`config.mk`:
```
export PLATFORM = sky130hd
export DESIGN_NAME = upacc_bridge
export DESIGN_NICKNAME = d
export VERILOG_FILES = /design/src/rtl/upacc_bridge.sv
export SDC_FILE = /design/constraint.sdc
export NUM_CORES = 1
export LEC_CHECK = 0
export CAP_MARGIN = 5
export CORE_MARGIN = 4
export CORE_UTILIZATION = 32
export CTS_CLUSTER_DIAMETER = 120
export DETAILED_ROUTE_END_ITERATION = 10
export PLACE_DENSITY = 0.67
export SLEW_MARGIN = 30
export SYNTH_ARGS = -nofsm -noshare
export SYNTH_HDL_FRONTEND = slang
export SYNTH_SLANG_ARGS = --single-unit
export TNS_END_PERCENT = 5
```
`constraint.sdc`:
```
create_clock -name clk -period 4.2 [get_ports clk]
set_input_delay 0.84 -clock clk [delete_from_list [all_inputs] [get_ports clk]]
set_output_delay 0.84 -clock clk [all_outputs]
set_load 0.1 [all_outputs]
```
`src/rtl/upacc_bridge.sv`:
```
// upacc_bridge: single-outstanding CPU access sequencer for the config-RAM port.
// Define UPACC_TIMEOUT_EN to add the WAIT timeout counter (htimeout path).
module upacc_bridge #(
    parameter int          ADDRBIT = 5,
    parameter int          WIDTH   = 32,
    parameter int          TOWIDTH = 8,
    parameter int          TOLIMIT = 255,
    parameter logic [31:0] TODATA  = 32'hDEADBEEF
) (
    input  logic               clk,
    input  logic               rst,
    input  logic               hreq,
    input  logic               hwr,
    input  logic [ADDRBIT-1:0] haddr,
    input  logic [WIDTH-1:0]   hwdata,
    output logic               hbusy,
    output logic               hack,
    output logic [WIDTH-1:0]   hrdata,
    output logic               htimeout,
    output logic               hreqdrop,
    output logic               upen,
    output logic [ADDRBIT-1:0] upa,
    output logic               upws,
    output logic               uprs,
    output logic [WIDTH-1:0]   updi,
    input  logic [WIDTH-1:0]   updo,
    input  logic               uprdy
);

    typedef enum logic [1:0] {IDLE, STRB, WAIT, DONE} state_t;

    state_t state;
    logic   hwr_lat;
    logic   to_fire;

`ifdef UPACC_TIMEOUT_EN
    logic [TOWIDTH-1:0] cnt;

    // Counts WAIT cycles only; held at zero everywhere else.
    always_ff @(posedge clk) begin
        if (rst || state != WAIT)
            cnt <= '0;
        else
            cnt <= cnt + 1'b1;
    end

    assign to_fire = (state == WAIT) && (cnt == TOWIDTH'(TOLIMIT));
`else
    assign to_fire = 1'b0;
`endif

    always_ff @(posedge clk) begin
        if (rst) begin
            state    <= IDLE;
            hwr_lat  <= 1'b0;
            hbusy    <= 1'b0;
            hack     <= 1'b0;
            hrdata   <= '0;
            htimeout <= 1'b0;
            hreqdrop <= 1'b0;
            upen     <= 1'b0;
            upa      <= '0;
            upws     <= 1'b0;
            uprs     <= 1'b0;
            updi     <= '0;
        end else begin
            hack     <= 1'b0;
            htimeout <= 1'b0;
            hreqdrop <= hreq & hbusy;
            unique case (state)
                IDLE: begin
                    if (hreq) begin
                        state   <= STRB;
                        upa     <= haddr;
                        updi    <= hwdata;
                        hwr_lat <= hwr;
                        hbusy   <= 1'b1;
                        upen    <= 1'b1;
                        upws    <= hwr;
                        uprs    <= ~hwr;
                    end
                end
                STRB: begin
                    upws  <= 1'b0;
                    uprs  <= 1'b0;
                    state <= WAIT;
                end
                WAIT: begin
                    // A ready in the firing cycle takes priority over timeout.
                    if (uprdy) begin
                        if (!hwr_lat)
                            hrdata <= updo;
                        upen  <= 1'b0;
                        hack  <= 1'b1;
                        state <= DONE;
                    end else if (to_fire) begin
                        if (!hwr_lat)
                            hrdata <= WIDTH'(TODATA);
                        htimeout <= 1'b1;
                        upen     <= 1'b0;
                        hack     <= 1'b1;
                        state    <= DONE;
                    end
                end
                DONE: begin
                    hbusy <= 1'b0;
                    state <= IDLE;
                end
                default: state <= IDLE;
            endcase
        end
    end

endmodule

```
==> reports/results.ini, run 1 <==
[floorplanning]
die_area_um2 = 10700
core-area_um2 = 8810
io_pins = 150
die_h_um = 103
row_count = 34
chipWidth_um = 103
start_util_pct = 33.1

[drt]
drc_errors = 0
num_vias = 2761
wl_per_cell_um = 13.4
dr.pass1.iters = 4
ant_nets = 0
vias_per_cell = 4.56
drt_iter0_markers = 106
routed_wirelength_um = 8100

[grt]
grt_overflow = 0
globalRouteMet3Util_pct = 6.71
grt_max_degree = 53
antenna_found_initial = 0
met2_usage_pct = 25.0
grtUsageTotal_pct = 14.9
globalRoute.busiestLayer = met2
grt_pass1_wl_um = 12500
grtUsageMet1_pct = 17.1
first_global_vias = 2686

[critical_path]
path_class = reg -> out
r2r-end = hrdata[22]$_SDFFE_PP0P_
slowest_stage = clkdlybuf4s50_1
rr_worst_depth = 5
crit_required_ns = 3.36
arrival_ns = 1.84
critPathLaunchType = flip-flop
worstPathMaxFanout = 3
path_cells = clkdlybuf4s50_1
endpoint_kind = output port
r2r-start = state[0]$_SDFFE_PP0P_
r2r_slack_ns = 2.57
max_stage_delay_ns = 1.16
crit_buf_inv = 1
crit_family = buffers and inverters

[clock_tree]
clk_pin_slew_ns = 0.08
cts_sinks = 78
cts_hold_buffers = 0
cts_buffers = 9
clock_path_buffers = 2
htree_levels = 3
clock_latency_ns = 0.33
cts_tree = built
cts_resized = 0
root_buffer = clkbuf_8
post-cts-setup-buffers = 0

[sta]
setup_viol = 0
min_period_ns = 2.68
relSlewSlack_pct = 32.5
tightest_slew_ns = 1.01
setup_tns_ns = 0
min_period_over_period_pct = 63.9
hold_viol = 0
fmax_ghz = 0.373
slew_violations = 0
fin_hold_ws_ns = 0.442
fin_skew_ns = 0.00901
grt_setup_unrepaired = no

[power]
cellLeakagePower_uw = 0.00165
p_per_area_nw_per_um2 = 693
vdd_drop_max_mv = 0.271

[min_path]
whs_endpoint = hreqdrop$_SDFF_PP0_
min_path_type = reg -> reg
hp-start = hbusy$_SDFFE_PP0P_
min_path_cells = 2

[synthesis]
async_flop_share_pct = 0
synth_top_cell_area_share_pct = 53.5
synth.most_common_cell = nand2_1
seq_area_frac_synth_pct = 53.5
synth_ff_type = dfxtp_1
synthTopCellsByArea = dfxtp_1 (54%), nand2_1 (19%), a21oi_1 (12%)
syn_nets = 436
yosys-top-cells-count = nand2_1 (144), dfxtp_1 (78), a21oi_1 (71)
synth.largest_area_cell = dfxtp_1
yosysWarnings = 0
syn_inst = 356
synth_cell_types = 29
synth_edf_count = 0
synth_seq_cells = 78
syn_avg_cell_area_um2 = 8.20
synthesis.area_um2 = 2920

[place]
port_buffers = 148
dp.cells = 589
dpl.hpwl_um = 5750
gp_congestion = 0.801

[final_layout]
drive_gt1_share_pct = 5.23
area_growth_pct = 58.6
stdcell_count = 605
fillers = 861
nNetsFinal = 572
insertedDiodeCount = 0

[run_status]
status = complete, no violations

[run]
cap_viol_max_count = 0

-- worst max path at each step --
stage          cells after the start                 endpoint  slack [ns]                from
2_1_floorplan                      0                    hbusy        2.42  hbusy$_SDFFE_PP0P_
3_3_place_gp                       4  hrdata[27]$_SDFFE_PP0P_        1.47               uprdy
3_5_place_dp                       4   hrdata[3]$_SDFFE_PP0P_        1.85               uprdy
4_1_cts                            1                    hbusy        1.48  hbusy$_SDFFE_PP0P_
5_1_grt                            1                    hbusy        1.44  hbusy$_SDFFE_PP0P_
6_report                           1                    hbusy        1.52  hbusy$_SDFFE_PP0P_
-- final cells by class --
class	count	area, µm²	share of cell area [%]
flip-flops and latches	78	1560	33.7
repair buffers	151	1500	32.4
multi-input cells	249	1170	25.3
clock buffers	13	159	3.43
well taps	108	135	2.92
clock inverters	3	90.1	1.95
inverters	3	11.3	0.243
-- cells in the final DEF (no fill, tap or decap) --
cell type        count
clkdlybuf4s50_1    147
nand2_1            144
dfxtp_1             78
a21oi_1             71
clkbuf_8            11
ha_1                 6
a21oi_2              5
buf_4                4
inv_1                3
nor2_1               3
bufinv_16            3
nand2b_1             2
nor2b_1              2
nand3_1              2
o21ai_0              2
clkbuf_1             2
and3b_2              1
nand3b_1             1
and2_4               1
and2b_1              1
nor4_1               1
nor3_1               1
mux2i_1              1
nand4b_1             1
nor4bb_1             1
mux2_2               1
a311oi_1             1
conb_1               1
-- through the flow --
| step | instance area, µm² | utilization, % | setup WS [ns] | power [µW] |
|---|---|---|---|---|
| floorplan | 2920 | - | 2.42 | 2200 |
| global placement | 4370 | 49.7 | 1.47 | 2530 |
| detailed placement | 4380 | 49.7 | 1.85 | 2550 |
| CTS | 4620 | 52.5 | 1.48 | 3250 |
| global route | 4630 | 52.5 | 1.44 | 3380 |
| finish | 4630 | 52.5 | 1.52 | 3210 |
-- registers in the layout (all words and copies together) (netlist names) --
name and flops:
state 2, hack 1, hwr_lat 1, hrdata 32, uprs 1, hreqdrop 1
upa 5, updi 32, upws 1, hbusy 1, upen 1
-- logic make-up after synthesis --
kind of cell / count (synthesis) / synth area share (%)
flip-flops: 78 / 53.5
other: 1 / 0.129
adder cells (fa/ha/maj): 6 / 2.57
AO/OA/AOI/OAI: 79 / 14.3
buffers and inverters: 29 / 6.48
multiplexers: 2 / 0.729
AND/OR/NAND/NOR: 161 / 22.3
-- where the power goes --
part	total [µW]	internal (µW)	switching, µW
Combinational	1590	399	1190
Sequential	935	867	68.4
Clock	684	428	255
Total	3210	1690	1510
-- per-layer routing --
layer	part of all wire, %	routed length [µm]	vias to the layer above
met4	1.5	118	0
met3	8.5	689	11
met2	49	3960	85
met1	41	3330	1252
li1	-	-	1413
met5	0	0	-
(Power assumes the default switching activity.)
==> run 2, diff against run 1 <==
==> constraint.sdc (replaced) <==
create_clock -name clk -period 2.6 [get_ports clk]
set_input_delay 0.52 -clock clk [delete_from_list [all_inputs] [get_ports clk]]
set_output_delay 0.52 -clock clk [all_outputs]
set_load 0.1 [all_outputs]
==> run 2 against run 1 <==
Net effect: core utilization is 2.4 points lower; combinational power is 58% higher; sequential share of layout area is 1.6 points higher; global-route usage is 0.27 points lower; clock power is 32% higher; sequential cell count stayed put; die area stayed put; wire length is 2.0% lower; worst setup slack worse by 0.54 ns; largest cell class unchanged; largest power group unchanged.
==> reports/results.ini, run 2 (same netlist as run 1, synthesis figures left out) <==
[run_status]
status = complete, no violations

[power]
cellLeakagePower_uw = 0.00179
seq_power_share_pct = 30.8
netSwitchingFraction_pct = 49.6
p_sw_uw = 2440
combPwrFrac_pct = 50.9
internal-power_uw = 2490
vdd_drop_max_mv = 0.505
p_clk_share_pct = 18.3
p_per_area_nw_per_um2 = 1120
finalPower_uw = 4930

[run]
cap_viol_max_count = 0

[final_layout]
reg.largest.list = hrdata (32), updi (32), upa (5)
fillers = 862
insertedDiodeCount = 0
final_cell_mix = nand2_1 (144), buf_4 (79), dfxtp_1 (78), clkdlybuf4s50_1 (72), a21oi_1 (71)
design_area_um2 = 4410
drive_gt1_share_pct = 20.5
area_growth_pct = 51.2
layout_commonest_cell = nand2_1
fin_util_pct = 50.1
nNetsFinal = 574

[drt]
drt_iter0_markers = 79
vias_per_cell = 4.57
routed_wirelength_um = 7940
ant_nets = 0
wl_per_cell_um = 13.1
num_vias = 2771
dr.pass1.iters = 4
drc_errors = 0

[critical_path]
critPathLaunchType = primary input
path_cells = clkdlybuf4s50_1 > and2_4 > nand2_1 > a21oi_1
max_stage_delay_ns = 0.63
rr_worst_depth = 6
arrival_ns = 1.87
crit_required_ns = 2.85
worstPathMaxFanout = 38
endpoint_kind = flip-flop
path_class = in -> reg
slowest_stage = clkdlybuf4s50_1

[grt]
first_global_vias = 2618
grtUsageTotal_pct = 14.7
grt_max_degree = 45
grt_pass1_wl_um = 12300
antenna_found_initial = 0
grt_overflow = 0

[sta]
min_period_over_period_pct = 62.4
hold_viol = 0
setup_tns_ns = 0
min_period_ns = 1.62
setup_viol = 0
fin_skew_ns = 0.00804
grt_setup_unrepaired = no
tightest_slew_ns = 0.688
relSlewSlack_pct = 54.2
fmax_ghz = 0.617
slew_violations = 0

[place]
port_buffers = 148
post_dp_cell_area_um2 = 4210
dpl.hpwl_um = 5780
gp_congestion = 0.779

[floorplanning]
start_util_pct = 33.1
io_pins = 150
die_h_um = 103
chipWidth_um = 103
core-area_um2 = 8810
die_area_um2 = 10700
row_count = 34

[clock_tree]
root_buffer = clkbuf_8
clock_latency_ns = 0.33
cts_sinks = 78
cts_resized = 0
cts_buffers = 9
cts_hold_buffers = 0
cts_tree = built
htree_levels = 3
clock_path_buffers = 2
clk_pin_slew_ns = 0.07
post-cts-setup-buffers = 0

[min_path]
min_path_cells = 2
min_path_type = reg -> reg

-- run 2: cell types whose count changed in the layout (fill, tap and decap cells not counted) --
cell and delta:
clkinv_4 +1, buf_2 +1, and3b_2 -1, bufinv_16 -2
clkinv_2 +1, buf_4 +75, clkdlybuf4s50_1 -75, buf_12 +1
clkbuf_1 -1, and3b_1 +1
-- run 2: layout make-up --
type	instances	area, µm²	share of cell area [%]
Sequential cell	78	1560	35.4
Timing Repair Buffer	153	1340	30.3
Multi-Input combinational cell	249	1170	26.5
Clock buffer	12	155	3.52
Tap cell	108	135	3.06
Clock inverter	3	43.8	0.992
Inverter	3	11.3	0.255
-- run 2: per-layer routing --
metal,track usage [%],vias up,part of all wire [%]
li1,-,1420,-
met1,16.8,1263,42
met2,25.0,80,49
met3,4.96,8,8.4
met4,5.98,0,1.1
met5,0,-,0
-- run 2: metrics by stage --
| stage | cells | hold WS, ns | setup slack (ns) |
|---|---|---|---|
| 6_report | 606 | 0.454 | 0.978 |
| 5_1_grt | 606 | 0.474 | 0.845 |
| 4_1_cts | 606 | 0.458 | 0.981 |
| 3_5_place_dp | 591 | 0.444 | 0.629 |
| 3_3_place_gp | 591 | 0.442 | 0.677 |
| 2_1_floorplan | 356 | 0.440 | 1.14 |
-- run 2: path summary, 6_finish.rpt --
| kind | start | end | slack [ns] |
|---|---|---|---|
| setup / recovery | hreq | updi[24]$_SDFFE_PP0P_ | 0.98 |
| hold / removal | upws$_SDFFE_PP0P_ | upws$_SDFFE_PP0P_ | 0.45 |
| setup reg to reg | state[1]$_SDFFE_PP0P_ | updi[7]$_SDFFE_PP0P_ | 1.06 |
| hold reg to reg | upws$_SDFFE_PP0P_ | upws$_SDFFE_PP0P_ | 0.45 |
-- run 2: worst max-delay path, delay by kind of cell --
| kind | cells | cell delay (ns) |
|---|---|---|
| AND/OR/NAND/NOR | 2 | 0.57 |
| buffers and inverters | 1 | 0.63 |
| AO/OA/AOI/OAI | 1 | 0.14 |
-- run 2: power groups by stage --
stage | Sequential, µW | Clock [µW] | Combinational (µW)
after global routing | 1550 | 992 | 2660
after floorplan | 2850 | 0 | 710
after CTS | 1520 | 941 | 2530
final | 1520 | 902 | 2510
after global placement | 1530 | 0 | 2510
after detailed placement | 1540 | 0 | 2530
==> run 3, diff against run 2 <==
--- a/config.mk
+++ b/config.mk
@@ -10,7 +10,7 @@
 export CORE_UTILIZATION = 32
 export CTS_CLUSTER_DIAMETER = 120
 export DETAILED_ROUTE_END_ITERATION = 10
-export PLACE_DENSITY = 0.67
+export PLACE_DENSITY = 0.69
 export SLEW_MARGIN = 30
 export SYNTH_ARGS = -nofsm -noshare
 export SYNTH_HDL_FRONTEND = slang
==> constraint.sdc (replaced) <==
create_clock -name clk -period 1.35 [get_ports clk]
set_input_delay 0.27 -clock clk [delete_from_list [all_inputs] [get_ports clk]]
set_output_delay 0.27 -clock clk [all_outputs]
set_load 0.1 [all_outputs]
==> run 3 against run 2 <==
Net effect: non-clock buffer count is 9 higher; combinational power up 150%; wire length grew 6.1%; clock power rose by 70%; via count increased by 2.8%; critical path type is now reg -> reg.
==> reports/results.ini, run 3 (same netlist as run 1, synthesis figures left out) <==
[clock_tree]
cts_hold_buffers = 0
clk_pin_slew_ns = 0.08
cts_sinks = 78
cts_buffers = 9
post-cts-setup-buffers = 0
clock_latency_ns = 0.34
htree_levels = 3
clock_path_buffers = 2
root_buffer = clkbuf_8
cts_tree = built

[drt]
vias_per_cell = 4.62
num_vias = 2848
routed_wirelength_um = 8430
drt_iter0_markers = 83
wl_per_cell_um = 13.7
dr.pass1.iters = 4
drc_errors = 0
ant_nets = 0

[critical_path]
endpoint_kind = flip-flop
worstPathMaxFanout = 4
rr_worst_depth = 5
r2r-end = upen$_SDFFE_PP0P_
path_class = reg -> reg
critPathLaunchType = flip-flop
r2r_slack_ns = 0.03
crit_required_ns = 1.56
arrival_ns = 1.53
r2r-start = state[0]$_SDFFE_PP0P_

[final_layout]
multiInputGateArea_um2 = 1240
fin_util_pct = 63.1
layout_commonest_cell = nand2_1
fillers = 735
insertedDiodeCount = 0
stdcell_count = 616
final_cell_mix = nand2_1 (143), buf_12 (81), dfxtp_1 (77), clkdlybuf4s50_1 (72), a21oi_1 (64)
reg.largest.list = hrdata (32), updi (32), upa (5)
drive_gt1_share_pct = 25.4
seqCellArea_um2 = 1560
area_growth_pct = 90.5
nNetsFinal = 583

[floorplanning]
die_area_um2 = 10700
chipWidth_um = 103
io_pins = 150
core-area_um2 = 8810
die_h_um = 103
row_count = 34
start_util_pct = 33.1

[power]
p_per_area_nw_per_um2 = 1960
finalPower_uw = 10900
cellLeakagePower_uw = 0.00208
vdd_drop_max_mv = 1.20

[place]
port_buffers = 148
dp.cells = 599
dpl.hpwl_um = 6150
gp_congestion = 0.710

[sta]
fmax_ghz = 0.757
fin_skew_ns = 0.00646
min_period_over_period_pct = 97.9
hold_viol = 0
slew_violations = 0
min_period_ns = 1.32
setup_viol = 0
fin_hold_ws_ns = 0.373
grt_setup_unrepaired = yes

[run_status]
status = complete, no violations

[grt]
grt_pass1_wl_um = 13300
antenna_found_initial = 0
grt_max_degree = 41
grt_overflow = 0
first_global_vias = 2793
grtUsageTotal_pct = 15.7

[min_path]
min_path_cells = 3
min_path_type = in -> reg
whs_endpoint = hrdata[17]$_SDFFE_PP0P_
hp-start = rst

[run]
cap_viol_max_count = 0

## run 3: power by group
part	internal [µW]	leakage, µW	switching [µW]
registers	2700	0.000636	399
logic	2380	0.00136	3880
clock network	670	0.0000894	864
## run 3: cell type report
class | instances | share of cell area [%]
inverter | 3 | 0.203
multi-input combinational | 249 | 22.3
sequential | 78 | 28.1
timing repair buffer | 162 | 43.8
tap | 108 | 2.43
clock buffer | 9 | 2.23
clock inverter | 7 | 0.878
## run 3: what timing repair did
action | in CTS | in global routing
resized for setup | 7 | 14
pin swaps | 0 | 1
setup endpoints to repair | 40 | 52
gates cloned | 1 | 0
## run 3: layer usage
layer / global-route usage [%] / routed length, µm
met1: 18.6 / 3400
met2: 26.8 / 4240
met3: 5.50 / 687
met4: 4.48 / 93
met5: 0 / 0
## run 3: how the worst max path moves through the flow
stage	from	endpoint	slack, ns	cells past startpoint
floorplan	hbusy$_SDFFE_PP0P_	hbusy$_SDFFE_PP0P_	0.001	2
global placement	hreq	updi[10]$_SDFFE_PP0P_	-0.13	5
detailed placement	hreq	updi[12]$_SDFFE_PP0P_	-0.21	5
CTS	state[0]$_SDFFE_PP0P_	updi[5]$_SDFFE_PP0P_	0.01	6
global route	state[0]$_SDFFE_PP0P_	hrdata[18]$_SDFFE_PP0P_	-0.04	6
finish	state[0]$_SDFFE_PP0P_	upen$_SDFFE_PP0P_	0.03	5
## run 3: metrics by stage
stage | worst slack, ns | TNS, ns | instance area, µm²
4_1_cts | 0.0120 | 0 | 5500
3_5_place_dp | -0.210 | -9.71 | 5280
6_report | 0.0284 | 0 | 5560
3_3_place_gp | -0.129 | -7.51 | 5280
5_1_grt | -0.0410 | -0.267 | 5560
2_1_floorplan | 0.00136 | 0 | 2920
## run 3: critical path, cell delays in order (launching register included)
cell	delay, ns
dfxtp_1	0.32
inv_2	0.13
ha_4	0.17
mux2_2	0.36
a21oi_2	0.15
a311oi_2	0.05
